==> src/rtl/pc_fetch_unit.sv <==
// rtl/pc_fetch_unit.sv - PC register and instruction-fetch sequencer
// Requests a word at the PC, holds it for decode, and loads the next PC on retire.
module pc_fetch_unit #(
   parameter int               WIDTH    = 16,
   parameter logic [WIDTH-1:0] RESET_PC = '0
) (
   input  logic             i_clk,
   input  logic             i_rst,
   input  logic [WIDTH-1:0] i_pc_next,
   input  logic             i_pc_we,
   input  logic             i_halt,
   input  logic [WIDTH-1:0] i_imem_data,
   input  logic             i_imem_valid,
   input  logic             i_instr_ready,
   output logic [WIDTH-1:0] o_pc,
   output logic [WIDTH-1:0] o_imem_addr,
   output logic             o_imem_rd_en,
   output logic [WIDTH-1:0] o_instr_out,
   output logic             o_instr_valid,
   output logic             o_instr_taken,
   output logic             o_halted,
   output logic [WIDTH-1:0] o_retire_cnt
);

   typedef enum logic [2:0] {
      S_REQ  = 3'd0,
      S_WAIT = 3'd1,
      S_HOLD = 3'd2,
      S_EXEC = 3'd3,
      S_HALT = 3'd4
   } state_t;

   state_t           r_state;
   logic [WIDTH-1:0] r_pc;
   logic [WIDTH-1:0] r_instr;
   logic             r_instr_valid;
   logic             r_instr_taken;
   logic             r_halted;
   logic [WIDTH-1:0] r_retire_cnt;

   always_ff @(posedge i_clk or posedge i_rst) begin
      if (i_rst) begin
         r_state       <= S_REQ;
         r_pc          <= RESET_PC;
         r_instr       <= '0;
         r_instr_valid <= 1'b0;
         r_instr_taken <= 1'b0;
         r_halted      <= 1'b0;
         r_retire_cnt  <= '0;
      end else begin
         case (r_state)
            S_REQ: begin
               r_state <= S_WAIT;
            end
            S_WAIT: begin
               if (i_imem_valid) begin
                  r_instr       <= i_imem_data;
                  r_instr_valid <= 1'b1;
                  r_state       <= S_HOLD;
               end
            end
            S_HOLD: begin
               if (r_instr_valid && i_instr_ready) begin
                  r_instr_valid <= 1'b0;
                  r_instr_taken <= 1'b1;
                  r_state       <= S_EXEC;
               end
            end
            S_EXEC: begin
               // pc_next is already the fully computed target; no increment here.
               if (i_pc_we) begin
                  r_pc          <= i_pc_next;
                  r_retire_cnt  <= r_retire_cnt + WIDTH'(1);
                  r_instr_taken <= 1'b0;
                  if (i_halt) begin
                     r_halted <= 1'b1;
                     r_state  <= S_HALT;
                  end else begin
                     r_state  <= S_REQ;
                  end
               end
            end
            S_HALT: begin
               r_state <= S_HALT;
            end
            default: begin
               r_state <= S_REQ;
            end
         endcase
      end
   end

   // Read request is gated by reset so it drops the instant reset asserts.
   assign o_imem_rd_en  = (r_state == S_REQ) && !i_rst;
   assign o_pc          = r_pc;
   assign o_imem_addr   = r_pc;
   assign o_instr_out   = r_instr;
   assign o_instr_valid = r_instr_valid;
   assign o_instr_taken = r_instr_taken;
   assign o_halted      = r_halted;
   assign o_retire_cnt  = r_retire_cnt;

endmodule

==> config.mk <==
export PLATFORM = sky130hd
export DESIGN_NAME = pc_fetch_unit
export DESIGN_NICKNAME = d
export VERILOG_FILES = /design/src/rtl/pc_fetch_unit.sv
export SDC_FILE = /design/constraint.sdc
export NUM_CORES = 1
export LEC_CHECK = 0
export CAP_MARGIN = 25
export CORE_MARGIN = 3
export CORE_UTILIZATION = 65
export DETAILED_ROUTE_END_ITERATION = 10
export DONT_BUFFER_PORTS = 1
export HOLD_SLACK_MARGIN = 0.05
export PLACE_DENSITY = 0.81
export SLEW_MARGIN = 10
export SYNTH_ARGS = -nofsm -noshare
export SYNTH_HDL_FRONTEND = slang
export SYNTH_SLANG_ARGS = --single-unit
export TNS_END_PERCENT = 10
==> constraint.sdc <==
create_clock -name i_clk -period 3.93 [get_ports i_clk]
set_clock_uncertainty 0.05 [all_clocks]
set_input_delay 0.5895 -clock i_clk [delete_from_list [all_inputs] [get_ports i_clk]]
set_output_delay 0.5895 -clock i_clk [all_outputs]
set_load 0.005 [all_outputs]
==> impl_metrics.yaml, run 1 <==
setup_path:
  reg2reg_to: "o_retire_cnt[9]$_DFFE_PP0P_"
  arrival_ps: 1320
  r2r_slack_ps: 1970
  worstSetupPathType: "reg -> out"
  cp_slowest_stage_delay_ps: 530
  worst_r2r_startpoint: "r_state[2]$_DFFE_PP0P_"
  rr_worst_depth: 4
  slowest_stage: "dfrtp_1"
  cp_cell_sequence: "nor4_1"
  cp_top_family: "flip-flops"
  cp.buffers_inverters: 0
  required_ps: 3290
  cp-end-kind: "output pin"
  cp-start-kind: "register"
  crit_fanout: 10
grt:
  grt_pass1_vias: 1516
  grt_use_met1_pct: 23.1
  use_met2_pct: 38.7
  grt-ovfl-total: 0
  track_usage_pct: 21.9
  grt_use_met3_pct: 7.99
  grt.busiest_layer: "met2"
  antenna_found_initial: 0
  grt_pass1_wl_um: 7120
  grt_max_degree: 55
sta:
  drv_slew: 0
  holdWs_ps: 289
  finalSetupTns_ps: 0
  max_freq_mhz: 509
  fin_crit_sh_pct: 50.0
  rsz0062_at_grt: "false"
  tightest_slew_ps: 752
  setup_violations: 0
  hold_viol_final: 0
  max_slew_margin_pct: 49.8
  fin_ws_ps: 1970
  finalCriticalPeriod_ps: 1960
layout:
  nets: 234
  ff_latch_area_mm2: 0.00135
  final_common_cell: "nand2_1"
  layout-drive-gt1-share_pct: 16.3
  layout_common_cells: "nand2_1 (61), dfrtp_1 (54), mux2_2 (16)"
  multiInputGateArea_um2: 812
  areaGrowthSynthToFinish_pct: -0.215
  fill_cells: 244
  num_antenna_cells: 0
place:
  dp_slack_ps: 1980
  port_buffers: 0
  post-dp-hpwl_um: 3230
  place_congestion: 0.727
synth:
  synth-edff-count: 0
  synthCells: 208
  synth_top_cell_area_share_pct: 57.9
  syn-cell-area_mm2: 0.00233
  ys_ff_latch: 54
  ys_seq_area_share_pct: 57.9
  yosysWarnings: 0
  synthFlopType: "dfrtp_1"
  yosys.area.top_type: "dfrtp_1"
  ys_types: 27
  async_reset_ff_share_pct: 100
  synth.top_cells.by_area: "dfrtp_1 (58%), nand2_1 (9.8%), mux2_2 (7.7%)"
  syn_area_per_cell_um2: 11.2
  syn_nets: 247
route:
  vias: 1416
  drt_iter0_markers: 107
  wl_um: 4330
  antenna_left: 0
  firstDrtPassIters: 4
  drc_errors: 0
  routed_via_density: 5.85
  wl_per_cell_um: 17.9
cts:
  numCtsBuffers: 5
  post_cts_buffers: 0
  htreeDepth: 2
  root_buffer: "clkbuf_4"
  cts_tree: "yes"
  cts.sinks: 54
  cts.reportedPaths.clkPinSlew_ps: 130
  cts.path.max_buffers: 2
  clk_latency_ps: 350
power_and_ir_drop:
  power_leakage_uw: 0.00110
  peakVddDrop_uv: 342
  powerDensity_mw_per_mm2: 687
min_path:
  hold_path.class: "in -> reg"
  min_from: "i_pc_next[2]"
  holdPathEnd: "o_imem_addr[2]$_DFFE_PP0P_"
  holdPathStages: 2
floorplan:
  die_w_um: 65.9
  die_y_um: 65.9
  ios: 106
  coreArea_mm2: 0.00339
  num_rows: 21
  start_util_pct: 68.8
  die_area_mm2: 0.00434
status:
  outcome: "completed"
run:
  cap_viol_max_count: 0
[power breakdown]
part           switching, uW  total (uW)  leakage, uW  internal (uW)
registers                230         988     0.000670            758
logic                    187         385     0.000402            198
clock network            157         227    0.0000322           70.7
[stage by stage]
| stage | std cells | area [um^2] | total power [uW] | util (%) |
|---|---|---|---|---|
| floorplan | 208 | 2330 | 1380 | - |
| global placement | 232 | 2240 | 1350 | 66.2 |
| global route | 242 | 2330 | 1730 | 68.7 |
| finish | 242 | 2330 | 1600 | 68.7 |
| detailed placement | 232 | 2240 | 1400 | 66.2 |
| CTS | 240 | 2300 | 1620 | 67.8 |
[routing by layer]
| layer | vias to the layer above | part of all wire [%] |
|---|---|---|
| met5 | - | 0 |
| met4 | 0 | 1.6 |
| met3 | 9 | 10 |
| met2 | 88 | 53 |
| met1 | 676 | 35 |
| li1 | 643 | - |
[cell families (layout without fill, tap and decap cells)]
kind of cell / count (synthesis) / after routing / synth area share (%)
flip-flops: 54 / 54 / 57.9
buffers and inverters: 27 / 15 / 7.29
AND/OR/NAND/NOR: 88 / 88 / 18.7
AO/OA/AOI/OAI: 7 / 7 / 2.20
XOR/XNOR: 15 / 15 / 5.63
multiplexers: 16 / 16 / 7.72
adder cells (fa/ha/maj): 1 / 1 / 0.536
[synthesized netlist by cell type (2+ instances only)]
| cell type | number |
|---|---|
| xnor2_1 | 12 |
| mux2_2 | 16 |
| xor2_1 | 3 |
| inv_1 | 4 |
| nand4_1 | 5 |
| a22o_1 | 2 |
| nor2_1 | 6 |
| o21ai_0 | 2 |
| nor4_1 | 2 |
| nand2_1 | 61 |
| buf_4 | 17 |
| dfrtp_1 | 54 |
| nand3_1 | 6 |
| buf_2 | 4 |
| clkbuf_1 | 2 |
[worst max-delay path by stage]
stage	from	endpoint	slack [ps]	cells past startpoint
CTS	r_state[2]$_DFFE_PP0P_	o_imem_rd_en	1940	1
detailed placement	r_state[2]$_DFFE_PP0P_	o_retire_cnt[9]$_DFFE_PP0P_	1980	4
finish	r_state[2]$_DFFE_PP0P_	o_imem_rd_en	1970	1
global placement	r_state[2]$_DFFE_PP0P_	o_retire_cnt[15]$_DFFE_PP0P_	2090	4
global route	r_state[2]$_DFFE_PP0P_	o_retire_cnt[9]$_DFFE_PP0P_	1800	4
floorplan	i_rst	o_halted$_DFFE_PP0P_	1980	1
[sequential cells by signal, indices dropped and copies added, names as in the netlist]
signal         flops
o_halted           1
o_imem_addr       16
o_instr_out       16
o_retire_cnt      16
r_state            3
o_instr_valid      1
o_instr_taken      1
[what timing repair did]
item,in CTS,in global routing
hold endpoints to repair,0,13
gates resized for setup,0,0
hold buffers,0,1
[final cells by class]
| class | instances | share of cell area, % |
|---|---|---|
| sequential | 54 | 58.0 |
| multi-input combinational | 127 | 34.9 |
| tap | 46 | 2.47 |
| clock buffer | 6 | 1.77 |
| timing repair buffer | 3 | 1.61 |
| inverter | 4 | 0.645 |
| clock inverter | 2 | 0.591 |
Note: power is estimated with default switching activity, not from simulation.
==> inputs of run 2 (changes only) <==
Settings changed: CORE_UTILIZATION 65 to 56, PLACE_DENSITY 0.81 to 0.74.
Clock period 3.93 ns to 1.75 ns, I/O delays scaled along.
==> impl_metrics.yaml, run 2 (synthesis results as in run 1) <==
cts:
  numCtsBuffers: 5
  cts_resized: 0
  cts.path.max_buffers: 2
  clk_latency_ps: 300
  htreeDepth: 2
  cts_tree: "yes"
  root_buffer: "clkbuf_8"
  cts.sinks: 54
  cts.reportedPaths.clkPinSlew_ps: 90
setup_path:
  slowest_stage: "dfrtp_1"
  worstSetupPathType: "reg -> reg"
  cp_slowest_stage_delay_ps: 500
  r2r_slack_ps: 130
  arrival_ps: 1760
  worst_r2r_startpoint: "r_state[1]$_DFFE_PP0P_"
  rr_worst_depth: 4
  crit_fanout: 16
  cp_cell_sequence: "nand2b_4, nor3b_4, buf_12, mux2_2"
  cp-start-kind: "register"
  cp-end-kind: "register"
  required_ps: 1890
  reg2reg_to: "o_instr_out[11]$_DFFE_PP0P_"
grt:
  grt_pass1_vias: 1608
  grt_max_degree: 30
  grt_pass1_wl_um: 7780
  grt-ovfl-total: 0
  antenna_found_initial: 0
  track_usage_pct: 20.0
route:
  wl_um: 4760
  antenna_left: 0
  vias: 1530
  wl_per_cell_um: 17.4
  firstDrtPassIters: 4
  routed_via_density: 5.60
  drc_errors: 0
  drt_iter0_markers: 83
layout:
  fill_cells: 264
  num_antenna_cells: 0
  areaGrowthSynthToFinish_pct: 13.9
  layout_common_cells: "nand2_1 (61), dfrtp_1 (54), dlygate4sd3_1 (25)"
  stdcell_area_mm2: 0.00266
  nets: 263
  layout-drive-gt1-share_pct: 16.4
  final_common_cell: "nand2_1"
sta:
  fin_ws_ps: 129
  drv_slew: 0
  rsz0062_at_grt: "false"
  hold_viol_final: 0
  max_slew_margin_pct: 63.0
  finalSetupTns_ps: 0
  fin_crit_sh_pct: 92.6
  tightest_slew_ps: 554
  finalCriticalPeriod_ps: 1620
  setup_violations: 0
  max_freq_mhz: 617
floorplan:
  ios: 106
  num_rows: 22
  die_w_um: 70.6
  coreArea_mm2: 0.00383
  start_util_pct: 61.0
  die_y_um: 70.6
  die_area_mm2: 0.00498
power_and_ir_drop:
  peakVddDrop_uv: 946
  powerDensity_mw_per_mm2: 1470
  power_leakage_uw: 0.00125
status:
  outcome: "completed"
place:
  place_congestion: 0.786
  dp_slack_ps: 135
  placed_area_mm2: 0.00232
  port_buffers: 0
  post-dp-hpwl_um: 3280
min_path:
  hold_path.class: "in -> reg"
  min_from: "i_imem_data[5]"
  holdPathEnd: "o_instr_out[5]$_DFFE_PP0P_"
  holdPathStages: 1
run:
  cap_viol_max_count: 0
==> run 2: routing by layer <==
metal  part of all wire, %  GRT usage [%]  vias up
li1                      -              -      695
met1                    36           20.8      742
met3                   9.2           8.24       14
met4                   2.1           8.98        0
met2                    52           35.2       79
met5                     0              0        -
==> run 2: stage by stage <==
| step | total power (uW) | cells | hold slack (ps) | utilization (%) |
|---|---|---|---|---|
| after CTS | 3950 | 268 | 51.7 | 68.1 |
| final | 3920 | 273 | 61.2 | 69.5 |
| after global placement | 3120 | 240 | 159 | 60.5 |
| after detailed placement | 3220 | 240 | 174 | 60.5 |
| after floorplan | 3110 | 208 | 318 | - |
| after global routing | 4220 | 273 | 51.3 | 69.5 |
==> run 2: power by group <==
part,switching (uW),leakage (uW),internal [uW]
logic,484,0.000531,545
registers,493,0.000670,1710
clock network,368,0.0000482,320
total,1340,0.00125,2570
==> run 2: area by class of cell <==
| class | count | area [um^2] | area share, % |
|---|---|---|---|
| clock buffers | 7 | 86.3 | 3.25 |
| clock inverters | 1 | 5.00 | 0.188 |
| inverters | 4 | 15.0 | 0.565 |
| multi-input cells | 127 | 812 | 30.6 |
| flip-flops and latches | 54 | 1350 | 50.8 |
| well taps | 48 | 60.1 | 2.26 |
| repair buffers | 32 | 328 | 12.3 |
==> run 2: worst max-delay path, delay by kind of cell (launching register included) <==
kind                   cells  cell delay, ps
AND/OR/NAND/NOR            2             450
multiplexers               1             340
buffers and inverters      1             180
flip-flops                 1             500
==> run 2: worst max-delay path by stage <==
stage / startpoint / to
final: r_state[1]$_DFFE_PP0P_ / o_instr_out[11]$_DFFE_PP0P_
after global routing: o_retire_cnt[0]$_DFFE_PP0P_ / o_retire_cnt[14]$_DFFE_PP0P_
after CTS: o_retire_cnt[0]$_DFFE_PP0P_ / o_retire_cnt[14]$_DFFE_PP0P_
after detailed placement: o_retire_cnt[0]$_DFFE_PP0P_ / o_retire_cnt[14]$_DFFE_PP0P_
after global placement: r_state[1]$_DFFE_PP0P_ / o_instr_out[8]$_DFFE_PP0P_
after floorplan: r_state[1]$_DFFE_PP0P_ / o_instr_out[0]$_DFFE_PP0P_
==> run 2: repair_timing <==
action / 4_1_cts / 5_1_grt
buffers inserted: 0 / 0
hold buffers: 20 / 5
hold endpoints to repair: 45 / 5
==> inputs of run 3 (changes only) <==
Settings changed: CORE_MARGIN 3 to 2, CTS_CLUSTER_SIZE from default to 14.
==> impl_metrics.yaml, run 3 (synthesis results as in run 1) <==
sta:
  finalSetupTns_ps: 0
  tightest_slew_ps: 451
  rsz0062_at_grt: "false"
  fin_crit_sh_pct: 93.6
  setup_violations: 0
  max_slew_margin_pct: 69.9
  holdWs_ps: 64.2
  finalCriticalPeriod_ps: 1640
  hold_viol_final: 0
  max_freq_mhz: 611
  drv_slew: 0
setup_path:
  crit_fanout: 17
  arrival_ps: 1830
  worstSetupPathType: "reg -> reg"
  cp_slowest_stage_delay_ps: 520
  cp_top_family: "simple AND/OR/NAND/NOR gates"
  cp-end-kind: "register"
  cp.buffers_inverters: 1
  required_ps: 1940
  cp-start-kind: "register"
  cpMostUsedCell: "nand2_1"
  cp_cell_sequence: "nand2_1, nor3b_2, buf_4, nand2_1, nand2_1"
  slowest_stage: "dfrtp_1"
layout:
  layout-drive-gt1-share_pct: 16.0
  areaGrowthSynthToFinish_pct: 18.9
  fill_cells: 283
  final_util_pct: 69.3
  nets: 269
  layout_common_cells: "nand2_1 (61), dfrtp_1 (54), dlygate4sd3_1 (32)"
  final_common_cell: "nand2_1"
  num_antenna_cells: 0
route:
  firstDrtPassIters: 5
  wl_um: 4800
  routed_via_density: 5.49
  drc_errors: 0
  wl_per_cell_um: 17.1
  drt_iter0_markers: 104
  vias: 1543
  antenna_left: 0
floorplan:
  ios: 106
  start_util_pct: 58.3
  die_area_mm2: 0.00470
  coreArea_mm2: 0.00400
  die_w_um: 68.6
  die_y_um: 68.6
  num_rows: 23
grt:
  antenna_found_initial: 0
  grt_pass1_wl_um: 7140
  grt_pass1_vias: 1619
  track_usage_pct: 21.0
  grt-ovfl-total: 0
  grt_max_degree: 35
run:
  cap_viol_max_count: 0
power_and_ir_drop:
  peakVddDrop_uv: 904
  clockPowerShare_pct: 23.6
  pwr-share-seq_pct: 52.1
  p_sw_share_pct: 32.2
  powerDensity_mw_per_mm2: 1520
  p_switching_uw: 1360
  combPwrFrac_pct: 24.4
  power_leakage_uw: 0.00130
  internal_power_uw: 2860
place:
  post-dp-hpwl_um: 3240
  port_buffers: 0
  place_congestion: 0.876
cts:
  cts_tree: "yes"
  cts.sinks: 54
  htreeDepth: 2
  numCtsBuffers: 5
  cts.path.max_buffers: 2
  cts_resized: 0
  clk_latency_ps: 300
  cts.reportedPaths.clkPinSlew_ps: 90
  root_buffer: "clkbuf_8"
min_path:
  hold_path.class: "in -> reg"
status:
  outcome: "completed"
-- run 3: path summary, 6_finish.rpt --
check / start / end / cells past startpoint / slack, ps
worst max register to register: r_state[1]$_DFFE_PP0P_ / o_imem_addr[4]$_DFFE_PP0P_ / 5 / 110
min in group asynchronous: i_rst / o_retire_cnt[0]$_DFFE_PP0P_ / 2 / 410
worst max-delay path: r_state[1]$_DFFE_PP0P_ / o_imem_addr[4]$_DFFE_PP0P_ / 5 / 110
worst min-delay path: i_imem_data[11] / o_instr_out[11]$_DFFE_PP0P_ / 1 / 60
worst min register to register: o_halted$_DFFE_PP0P_ / o_halted$_DFFE_PP0P_ / 1 / 440
max in group asynchronous: i_rst / r_state[2]$_DFFE_PP0P_ / 3 / 710
-- run 3: what timing repair did --
item	4_1_cts	5_1_grt
setup endpoints to repair	0	0
hold buffers	21	11
hold endpoints to repair	41	11
setup buffers	0	0
-- run 3: per-stage QoR --
| step | cells | worst slack [ps] | area (um^2) | total power, uW |
|---|---|---|---|---|
| 2_1_floorplan | 208 | 78.8 | 2330 | 3110 |
| 3_3_place_gp | 241 | 217 | 2310 | 3090 |
| 3_5_place_dp | 241 | 146 | 2310 | 3200 |
| 4_1_cts | 270 | 102 | 2660 | 4240 |
| 5_1_grt | 281 | 11.8 | 2770 | 4520 |
| 6_report | 281 | 112 | 2770 | 4230 |
-- run 3: power by group through the flow --
stage               combinational, uW  sequential, uW  clock (uW)
global route                     1160            2280        1080
detailed placement                991            2210           0
floorplan                        1050            2060           0
global placement                  897            2200           0
CTS                              1030            2200        1020
finish                           1030            2200         997
-- run 3: layout make-up --
cell class / instances / area, um^2 / share of cell area, %
inverter: 4 / 15.0 / 0.541
sequential: 54 / 1350 / 48.7
tap: 50 / 62.6 / 2.26
clock buffer: 6 / 82.6 / 2.98
multi-input combinational: 127 / 812 / 29.3
timing repair buffer: 38 / 390 / 14.1
clock inverter: 2 / 60.1 / 2.17
-- run 3: layer usage --
| metal | up-vias | global-route usage, % | share of wire, % |
|---|---|---|---|
| met5 | - | 0 | 0 |
| met4 | 0 | 6.50 | 1.3 |
| met3 | 8 | 7.31 | 9.0 |
| met2 | 84 | 39.5 | 54 |
| met1 | 749 | 21.6 | 36 |
| li1 | 702 | - | - |
